## config.mk

```make
export PLATFORM = sky130hd
export DESIGN_NAME = user_core_io_mux
export DESIGN_NICKNAME = d
export VERILOG_FILES = /design/src/rtl/user_core_io_mux_pkg.sv /design/src/rtl/user_core_io_mux_core_rst.sv /design/src/rtl/user_core_io_mux.sv
export SDC_FILE = /design/constraint.sdc
export NUM_CORES = 1
export LEC_CHECK = 0
export BUFFER_PORTS_ARGS = -buffer_cell sky130_fd_sc_hd__buf_2
export CORE_AREA = 3 3 283 285
export CTS_CLUSTER_SIZE = 24
export DETAILED_ROUTE_END_ITERATION = 7
export DIE_AREA = 0 0 286 288
export PLACE_DENSITY = 0.38
export SYNTH_ARGS = -nofsm -noshare
export SYNTH_HDL_FRONTEND = slang
export SYNTH_HIERARCHICAL = 1
export SYNTH_SLANG_ARGS = --single-unit
export TNS_END_PERCENT = 100
```

## constraint.sdc

```tcl
create_clock -name wb_clk_i -period 7.05 [get_ports wb_clk_i]
set_input_delay 0.3525 -clock wb_clk_i [delete_from_list [all_inputs] [get_ports wb_clk_i]]
set_output_delay 0.3525 -clock wb_clk_i [all_outputs]
set_load 0.05 [all_outputs]
```

## src/rtl/user_core_io_mux_pkg.sv

```systemverilog
// Shared definitions for user_core_io_mux: register offsets, PAD_SEL layout and
// the per-core reset state encoding. Offsets are Wishbone word offsets (adr[7:2]).
package user_core_io_mux_pkg;

    localparam logic [5:0] CORE_RST_OFF = 6'h00;  // byte 0x00
    localparam logic [5:0] STATUS_OFF   = 6'h01;  // byte 0x04
    localparam logic [5:0] PAD_SEL_BASE = 6'h04;  // byte 0x10, four pads per word

    localparam int unsigned OWNER_W   = 4;
    localparam int unsigned FORCE_BIT = 7;
    localparam int unsigned MAX_CORES = 16;

    typedef struct packed {
        logic               force_in;
        logic [2:0]         rsvd;
        logic [OWNER_W-1:0] owner;
    } pad_sel_t;

    typedef enum logic {
        RST_HOLD = 1'b0,
        RST_RUN  = 1'b1
    } rst_state_t;

endpackage

```

## src/rtl/user_core_io_mux_core_rst.sv

```systemverilog
// core_rst_stretch: per-core reset generator. Holds rst_o high for RST_STRETCH
// cycles after the bus reset or after a software restart pulse.
module core_rst_stretch
    import user_core_io_mux_pkg::*;
#(
    parameter int unsigned RST_STRETCH = 16
) (
    input  logic clk,
    input  logic rst,
    input  logic restart,
    output logic rst_o
);

    localparam int unsigned CNT_W = $clog2(RST_STRETCH + 1);

    rst_state_t       state;
    logic [CNT_W-1:0] cnt;

    // HOLD counts down to zero then releases; a restart reloads from either state.
    always_ff @(posedge clk or posedge rst) begin
        if (rst) begin
            state <= RST_HOLD;
            cnt   <= CNT_W'(RST_STRETCH);
            rst_o <= 1'b1;
        end else if (restart) begin
            state <= RST_HOLD;
            cnt   <= CNT_W'(RST_STRETCH);
            rst_o <= 1'b1;
        end else if (state == RST_HOLD) begin
            if (cnt <= CNT_W'(1)) begin
                state <= RST_RUN;
                cnt   <= '0;
                rst_o <= 1'b0;
            end else begin
                cnt <= cnt - CNT_W'(1);
            end
        end
    end

endmodule

```

## src/rtl/user_core_io_mux.sv

```systemverilog
// user_core_io_mux: arbitrates NUM_CORES user cores onto the Caravel pads.
// Pad ownership and per-core resets are software controlled over Wishbone.
// Optional build macro: LA_OVERRIDE_EN (logic-analyzer pad override and
// core reset visibility on la_data_out).
module user_core_io_mux
    import user_core_io_mux_pkg::*;
#(
    parameter int unsigned NUM_CORES   = 2,
    parameter int unsigned NUM_IO      = 38,
    parameter int unsigned RST_STRETCH = 16,
    parameter logic [31:0] BASE_ADDR   = 32'h3000_0000
) (
    input  logic                        wb_clk_i,
    input  logic                        wb_rst_i,
    input  logic                        wbs_cyc_i,
    input  logic                        wbs_stb_i,
    input  logic                        wbs_we_i,
    input  logic [3:0]                  wbs_sel_i,
    input  logic [31:0]                 wbs_adr_i,
    input  logic [31:0]                 wbs_dat_i,
    output logic [31:0]                 wbs_dat_o,
    output logic                        wbs_ack_o,
    input  logic [NUM_CORES*NUM_IO-1:0] core_io_out,
    input  logic [NUM_CORES*NUM_IO-1:0] core_io_oeb,
    output logic [NUM_CORES-1:0]        core_rst_o,
    output logic [NUM_IO-1:0]           io_out,
    output logic [NUM_IO-1:0]           io_oeb,
    input  logic [127:0]                la_data_in,
    input  logic [127:0]                la_oenb,
    output logic [127:0]                la_data_out
);

    logic                 sel;
    logic                 wr_commit;
    logic [5:0]           offset;
    logic [31:0]          wmask;
    logic [31:0]          rdata;
    logic [NUM_CORES-1:0] rst_req;
    pad_sel_t             pad_sel [NUM_IO];
    logic [NUM_IO-1:0]    out_arr [MAX_CORES];
    logic [NUM_IO-1:0]    oeb_arr [MAX_CORES];
    logic                 unused_sink;

    assign sel       = wbs_cyc_i & wbs_stb_i & (wbs_adr_i[31:8] == BASE_ADDR[31:8]);
    assign offset    = wbs_adr_i[7:2];
    // The master still holds the request during the ack cycle; commit then.
    assign wr_commit = sel & wbs_ack_o & wbs_we_i;

    // Expand byte selects to a bit mask.
    always_comb begin
        wmask = '0;
        for (int b = 0; b < 4; b++) begin
            wmask[b*8 +: 8] = {8{wbs_sel_i[b]}};
        end
    end

    // Read mux over the register map; unmapped and write-only words read 0.
    always_comb begin
        rdata = '0;
        if (offset == STATUS_OFF) begin
            rdata = 32'(core_rst_o);
        end
        for (int p = 0; p < NUM_IO; p++) begin
            if (offset == 6'(PAD_SEL_BASE + p / 4)) begin
                rdata[(p % 4)*8 +: 8] = pad_sel[p];
            end
        end
    end

    // Single-cycle ack, forced low after each ack; read data valid with ack only.
    always_ff @(posedge wb_clk_i or posedge wb_rst_i) begin
        if (wb_rst_i) begin
            wbs_ack_o <= 1'b0;
            wbs_dat_o <= '0;
        end else begin
            wbs_ack_o <= sel & ~wbs_ack_o;
            wbs_dat_o <= (sel & ~wbs_ack_o) ? rdata : '0;
        end
    end

    // PAD_SEL storage, byte-granular writes; reserved bits always stored as 0.
    always_ff @(posedge wb_clk_i or posedge wb_rst_i) begin
        if (wb_rst_i) begin
            for (int p = 0; p < NUM_IO; p++) begin
                pad_sel[p] <= '0;
            end
        end else if (wr_commit) begin
            for (int p = 0; p < NUM_IO; p++) begin
                if ((offset == 6'(PAD_SEL_BASE + p / 4)) && wbs_sel_i[p % 4]) begin
                    pad_sel[p].owner    <= wbs_dat_i[(p % 4)*8 +: OWNER_W];
                    pad_sel[p].rsvd     <= '0;
                    pad_sel[p].force_in <= wbs_dat_i[(p % 4)*8 + FORCE_BIT];
                end
            end
        end
    end

    assign rst_req = (wr_commit && (offset == CORE_RST_OFF))
                   ? (wbs_dat_i[NUM_CORES-1:0] & wmask[NUM_CORES-1:0])
                   : '0;

    for (genvar c = 0; c < NUM_CORES; c++) begin : g_core
        core_rst_stretch #(
            .RST_STRETCH(RST_STRETCH)
        ) u_rst (
            .clk     (wb_clk_i),
            .rst     (wb_rst_i),
            .restart (rst_req[c]),
            .rst_o   (core_rst_o[c])
        );
    end

    // Full 16-entry slice tables; owners without a core see a released pad.
    for (genvar c = 0; c < MAX_CORES; c++) begin : g_slice
        if (c < NUM_CORES) begin : g_on
            assign out_arr[c] = core_io_out[c*NUM_IO +: NUM_IO];
            assign oeb_arr[c] = core_io_oeb[c*NUM_IO +: NUM_IO];
        end else begin : g_off
            assign out_arr[c] = '0;
            assign oeb_arr[c] = '1;
        end
    end

    // Pad mux from the registered ownership table.
    always_comb begin
        io_out = '0;
        io_oeb = '1;
        for (int p = 0; p < NUM_IO; p++) begin
            if (!pad_sel[p].force_in) begin
                io_out[p] = out_arr[pad_sel[p].owner][p];
                io_oeb[p] = oeb_arr[pad_sel[p].owner][p];
            end
`ifdef LA_OVERRIDE_EN
            if (!la_oenb[p]) begin
                io_out[p] = la_data_in[p];
                io_oeb[p] = 1'b0;
            end
`endif
        end
    end

`ifdef LA_OVERRIDE_EN
    assign la_data_out = 128'(core_rst_o);
`else
    assign la_data_out = '0;
`endif

    // Bits that carry no function in some builds.
    assign unused_sink = ^{wbs_adr_i[1:0], wbs_dat_i, la_data_in, la_oenb};

endmodule

```

==> impl_metrics.py, run 1 <==
metrics = {
    "power_and_ir_drop": {
        "power.density_nw_per_um2": 207.0,
        "ir_worst_vdd_mv": 0.1441,
        "leakagePower_uw": 0.007654,
        "p_total_uw": 3328,
    },
    "job": {
        "drv_cap": 0,
    },
    "synthesis": {
        "syn_area_per_cell_um2": 11.32,
        "syn_area_um2": 12780,
        "synth.distinct_cells": 61,
        "post_synth_inst_count": 1129,
        "synth-seq-area-share_pct": 44.08,
        "async_flop_share_pct": 100.0,
        "synth_ff_type": "dfrtp_1",
        "yosys_warnings": 6,
        "synth-edff-count": 0,
        "ys_ff_latch": 225,
    },
    "grt": {
        "antenna_found_initial": 9,
        "grt_pass1_vias": 10090,
        "grt_pass1_wl_um": 67520,
        "grt-ovfl-total": 0,
        "grt_max_degree": 88,
        "grt_usage_pct": 10.94,
    },
    "route": {
        "postRouteAntennaNets": 0,
        "wl_um": 46980,
        "routed-via-count": 9858,
        "drt_first_pass_iters": 5,
        "via_per_inst": 3.937,
        "drc": 0,
        "wl_per_cell_um": 18.76,
        "dr.first_iter.drc_count": 562,
    },
    "placed_design": {
        "gp_congestion": 0.7483,
        "dp_cells": 2446,
        "io_buffers": 309,
        "placed_cell_area_um2": 15020,
        "hpwl_um": 36450,
    },
    "clock_tree": {
        "cts_buffers": 28,
        "cts.repair.resized": 0,
        "clk_latency_ns": 0.56,
        "clk_pin_slew_ns": 0.06,
        "cts_htree_levels": 1,
        "root_buffer": "clkbuf_16",
        "tritoncts": "built",
        "cts_hold_buf": 1,
        "clk_path_buf_depth": 3,
        "clock_sinks": 225,
        "post_cts_buffers": 0,
    },
    "timing": {
        "max_freq_mhz": 352.9,
        "setup-violations-final": 0,
        "min_period_ns": 2.834,
        "fin_crit_sh_pct": 40.19,
        "setup_tns_ns": 0,
        "max_slew.worst_pin.slew_ns": 1.234,
        "maxSlewHeadroom_pct": 16.99,
        "finalClockSkew_ns": 0.01337,
        "hold_viol": 0,
        "rsz0062_at_grt": "no",
        "finalMaxSlewViolations": 0,
    },
    "floorplan": {
        "start_util_pct": 16.47,
        "num_io_pins": 720,
        "die_w_um": 286,
        "core-area_um2": 77590,
        "die_area_um2": 82370,
        "die_h_um": 288,
        "num_rows": 102,
    },
    "critical_path": {
        "r2r_slack_ns": 4.86,
        "rr_endpoint": "pad_sel[202]",
        "cp_max_fo": 3,
        "start_kind": "flop",
        "worst_setup_path_end_kind": "primary output",
        "critical_path_arrival_ns": 2.48,
        "r2r-start": "wbs_ack_o",
        "worstSetupPathType": "reg -> out",
        "reg2reg_depth": 4,
        "critical_path_required_ns": 6.70,
    },
    "worst_hold_path": {
        "hold_class": "in -> reg",
        "whs_endpoint": "pad_sel[247]",
        "holdCritStartpoint": "wbs_dat_i[31]",
        "hold_depth": 2,
    },
    "cells_and_area": {
        "nets": 1922,
        "final_cell_mix": "309 x buf_2, 221 x dfrtp_1, 189 x mux2_2",
        "final_cell_area_um2": 16080,
        "mostFrequentLayoutCell": "buf_2",
        "final_util_pct": 20.72,
        "drive_gt1_share_pct": 41.33,
        "final_cells": 2504,
        "areaGrowthSynthToFinish_pct": 25.78,
    },
    "status": {
        "outcome": "complete, no violations",
    },
}
## worst max-delay path by stage
stage                     cells after the start      endpoint  slack (ns)         start
after floorplan                               1    pad_sel[0]        0.93      wb_rst_i
after CTS                                     3    io_out[11]        4.27  pad_sel[211]
final                                         3    io_out[11]        4.22  pad_sel[211]
after detailed placement                      7  wbs_dat_o[9]        3.75  wbs_adr_i[4]
after global routing                          3    io_out[11]        4.18  pad_sel[211]
after global placement                        7  wbs_dat_o[9]        3.70  wbs_adr_i[4]
## cell usage after synthesis, types with 3 or more instances
cell type	number	share of area, %
dfstp_2	4	0.82
nand2_1	105	3.1
ha_1	4	0.39
buf_1	12	0.35
buf_2	10	0.39
nor2b_1	49	2.4
nor2_2	3	0.15
nor4bb_1	3	0.23
mux2_2	189	17
o22ai_1	10	0.49
mux2_1	5	0.44
inv_1	13	0.38
nor4_2	4	0.39
mux4_2	12	2.1
o21ai_0	30	1.2
mux2i_1	96	7.5
a221o_1	3	0.23
nor2_1	23	0.68
nor3_1	4	0.16
a222oi_1	12	0.94
o21ba_2	4	0.31
a22oi_1	6	0.35
clkbuf_1	18	0.53
a21oi_1	29	1.1
nand3b_1	7	0.41
o211ai_1	3	0.18
nor4_1	48	2.3
buf_4	141	8.3
a31oi_1	4	0.20
nor4_4	4	0.67
or3_1	4	0.20
nand2b_1	6	0.29
dfrtp_1	221	43
## registers in the layout (all words and copies together), names as in the netlist
name and cells:
g_core.u_rst/cnt 10, g_core.u_rst/rst_o 2, g_core.u_rst/state 2, pad_sel 190
wbs_ack_o 1, wbs_dat_o 20
## final cells by class
type / instances / area (µm²)
timing repair buffer: 322 / 1647
multi-input combinational: 847 / 6392
clock inverter: 13 / 222.7
tap: 1040 / 1301
sequential: 225 / 5635
clock buffer: 39 / 812.0
inverter: 13 / 56.30
fill: 8542 / 61520
antenna: 5 / 12.51
## metal layers
metal / share of wire [%] / wire, µm / track usage (%) / vias up
met5: 0.094 / 44 / 0 / -
met4: 1.6 / 730 / 1.830 / 8
met3: 7.4 / 3474 / 2.771 / 52
met2: 49 / 23210 / 19.08 / 405
met1: 42 / 19520 / 13.77 / 4928
li1: - / - / - / 4465
## critical path: stages (launching register included)
cell,delay [ns]
dfrtp_1,0.39
nor4_1,1.04
nor2b_1,0.22
buf_2,0.27
## where the power goes
group / internal [µW] / total, µW / leakage [µW] / switching [µW]
registers: 1290 / 1290 / 0.00312 / 0.000000321
clock network: 990 / 1580 / 0.000510 / 589
logic: 86.0 / 457 / 0.00402 / 371
total: 2370 / 3330 / 0.00765 / 960
## kinds of logic after synthesis
logic type / Yosys count / share of synthesized area [%]
muxes: 302 / 26.72
and+or+nand+nor: 284 / 12.62
DFF: 225 / 44.08
buffers and inverters: 196 / 10.11
AOI/OAI and AO/OA: 117 / 6.049
adders and majority gates: 4 / 0.3915
other: 1 / 0.02933
## metrics by stage
step	setup WS [ns]	hold slack (ns)
after floorplan	0.9316	0.1544
after global placement	3.702	0.3805
after detailed placement	3.747	0.3827
after CTS	4.269	0.1936
after global routing	4.185	0.2195
final	4.216	0.2216
(Power assumes the default switching activity.)
==> run 2: changes to the inputs <==
ABC_AREA = 1   (was unset)
CORE_AREA = 3 3 279 281   (was 3 3 283 285)
DIE_AREA = 0 0 282 284   (was 0 0 286 288)
PLACE_DENSITY = 0.4   (was 0.38)
clock period = 2.5 ns   (was 7.05 ns; I/O delays follow)
==> run 2 against run 1 <==
Critical path depth increased by 1. Clock power increased to 2.5 times the previous value. Global-route usage increased by 0.31 points. Clock-buffer cell count increased by 4. Critical path type unchanged.
==> impl_metrics.py, run 2 <==
metrics = {
    "grt": {
        "grt_usage_pct": 11.25,
        "grt-ovfl-total": 0,
        "grt_pass1_wl_um": 69170,
        "grt_max_degree": 111,
        "antenna_found_initial": 7,
        "grt_pass1_vias": 11270,
    },
    "timing": {
        "fin_crit_sh_pct": 94.75,
        "hold_viol": 0,
        "timing.final.ws_setup_ns": 0.1314,
        "max_slew.worst_pin.slew_ns": 0.7603,
        "finalMaxSlewViolations": 0,
        "max_freq_mhz": 422.2,
        "maxSlewHeadroom_pct": 49.26,
        "finalClockSkew_ns": 0.01067,
        "min_period_ns": 2.369,
        "rsz0062_at_grt": "no",
        "setup-violations-final": 0,
    },
    "floorplan": {
        "core-area_um2": 75700,
        "die_area_um2": 80090,
        "num_io_pins": 720,
        "die_h_um": 284,
        "start_util_pct": 16.77,
        "die_w_um": 282,
        "num_rows": 101,
    },
    "critical_path": {
        "r2r_slack_ns": 0.73,
        "critical_path_arrival_ns": 2.24,
        "worstSetupPathType": "reg -> out",
        "r2r-start": "wbs_ack_o",
        "critical_path_required_ns": 2.38,
        "cp_max_fo": 3,
        "start_kind": "flop",
        "rr_endpoint": "g_core[1].u_rst/cnt[3]",
        "reg2reg_depth": 12,
        "worst_setup_path_end_kind": "primary output",
    },
    "synthesis": {
        "syn_area_um2": 12690,
        "yosys_warnings": 6,
        "yosys.area_share.adder_pct": 0.3943,
        "synth-edff-count": 0,
        "async_flop_share_pct": 100.0,
        "yosys-top-cells-area": "dfrtp_1 44%, nand2_1 16%, buf_4 8.7%",
        "synth_compound_area_share_pct": 12.16,
        "synth_common_cells": "546 x nand2_1, 221 x dfrtp_1, 158 x o21ai_0",
        "synth_ff_type": "dfrtp_1",
        "synth_top_family_by_area": "simple AND/OR/NAND/NOR gates",
        "synth.distinct_cells": 33,
        "muxShareOfSynthArea_pct": 0,
        "synth-simple-area-share_pct": 29.35,
        "ys_ff_latch": 225,
        "post_synth_inst_count": 1641,
        "yosysTopAreaCell": "dfrtp_1",
        "yosysMostFrequentCell": "nand2_1",
        "synth_xor_area_share_pct": 0.2760,
        "syn_area_per_cell_um2": 7.735,
        "synth-seq-area-share_pct": 44.40,
        "netlist.area_leader.share_pct": 43.57,
    },
    "placed_design": {
        "dp_cells": 2941,
        "gp_congestion": 0.7852,
        "io_buffers": 309,
        "hpwl_um": 36250,
        "dp_slack_ns": 0.2045,
    },
    "clock_tree": {
        "root_buffer": "clkbuf_16",
        "clk_path_buf_depth": 3,
        "tritoncts": "built",
        "cts_buffers": 29,
        "clock_sinks": 225,
        "clk_pin_slew_ns": 0.06,
        "post_cts_buffers": 0,
        "clk_latency_ns": 0.56,
        "cts_htree_levels": 1,
    },
    "route": {
        "dr.first_iter.drc_count": 806,
        "wl_per_cell_um": 15.66,
        "drt_first_pass_iters": 7,
        "wl_um": 46900,
        "routed-via-count": 11820,
        "via_per_inst": 3.947,
        "postRouteAntennaNets": 0,
        "drc": 0,
    },
    "worst_hold_path": {
        "holdCritStartpoint": "wbs_dat_i[17]",
        "whs_endpoint": "pad_sel[89]",
        "hold_class": "in -> reg",
        "hold_depth": 3,
    },
    "power_and_ir_drop": {
        "leakagePower_uw": 0.007822,
        "ir_worst_vdd_mv": 0.4128,
        "power.density_nw_per_um2": 549.3,
    },
    "cells_and_area": {
        "mostFrequentLayoutCell": "nand2_1",
        "areaGrowthSynthToFinish_pct": 26.88,
        "regMostFlops": "pad_sel",
        "final_cell_mix": "546 x nand2_1, 309 x buf_2, 221 x dfrtp_1",
        "final_util_pct": 21.28,
        "nets": 2480,
        "drive_gt1_share_pct": 23.23,
        "largest_reg_flops": 190,
        "final_cells": 2994,
        "reg_top3": "pad_sel x190, wbs_dat_o x20, g_core.u_rst/cnt x10",
    },
    "status": {
        "outcome": "complete, no violations",
    },
    "job": {
        "drv_cap": 0,
    },
}
## run 2: area by class of cell
type,instances,area (µm²)
inverter,122,461.7
clock buffer,43,858.3
multi-input combinational,1259,5927
fill,8535,59590
timing repair buffer,358,1954
clock inverter,8,42.54
tap,978,1224
sequential,225,5635
antenna,1,2.502
## run 2: repair_timing
action,CTS,global route
hold buffers,1,0
gates resized for setup,2,2
endpoints found under the hold margin,225,0
setup endpoints to repair,2,2
## run 2: power by group
part	switching, µW	internal (µW)	total (µW)	leakage (µW)
sequential	0.000000657	3640	3640	0.00312
clock	1610	2340	3960	0.000449
combinational	1020	224	1250	0.00425
## run 2: worst max-delay path by stage
stage	startpoint	endpoint	slack [ns]	cells after the start
detailed placement	wbs_adr_i[7]	wbs_dat_o[9]	0.20	11
CTS	pad_sel[153]	io_out[18]	0.06	4
global placement	wbs_adr_i[7]	wbs_dat_o[9]	0.22	11
floorplan	wb_rst_i	pad_sel[0]	-0.37	1
finish	pad_sel[255]	io_out[6]	0.13	4
global route	pad_sel[251]	io_out[6]	0.03	4
## run 2: per-stage QoR
stage               instance area (µm²)  power, µW  hold WS [ns]  TNS, ns
floorplan                         13220       4770      -0.07305   -77.48
global placement                  15170       4960        0.1524        0
detailed placement                15170       4964        0.1528        0
CTS                               16090       9006       0.01291        0
global route                      16100       9199       0.04871        0
finish                            16110       8847       0.04514        0
## run 2: cells by family (layout without fill, tap and decap cells)
family                   Yosys count  in the layout
XOR/XNOR                           4              4
other                              1            141
buffers and inverters            296            531
AND/OR/NAND/NOR                  823            823
adder cells (fa/ha/maj)            4              4
flip-flops                       225            225
AO/OA/AOI/OAI                    288            288
## run 2: critical path, cell delays in order (launching register included)
cell and delay [ns]:
dfrtp_1 0.39, nor4_1 0.61, buf_4 0.23, a21boi_0 0.18, buf_2 0.29
## run 2: metal layers
layer  global-route usage (%)  share of wire [%]
met1                    15.47                 47
met5                        0                  0
met2                    18.94                 47
met4                    1.793                1.5
met3                    1.613                4.9
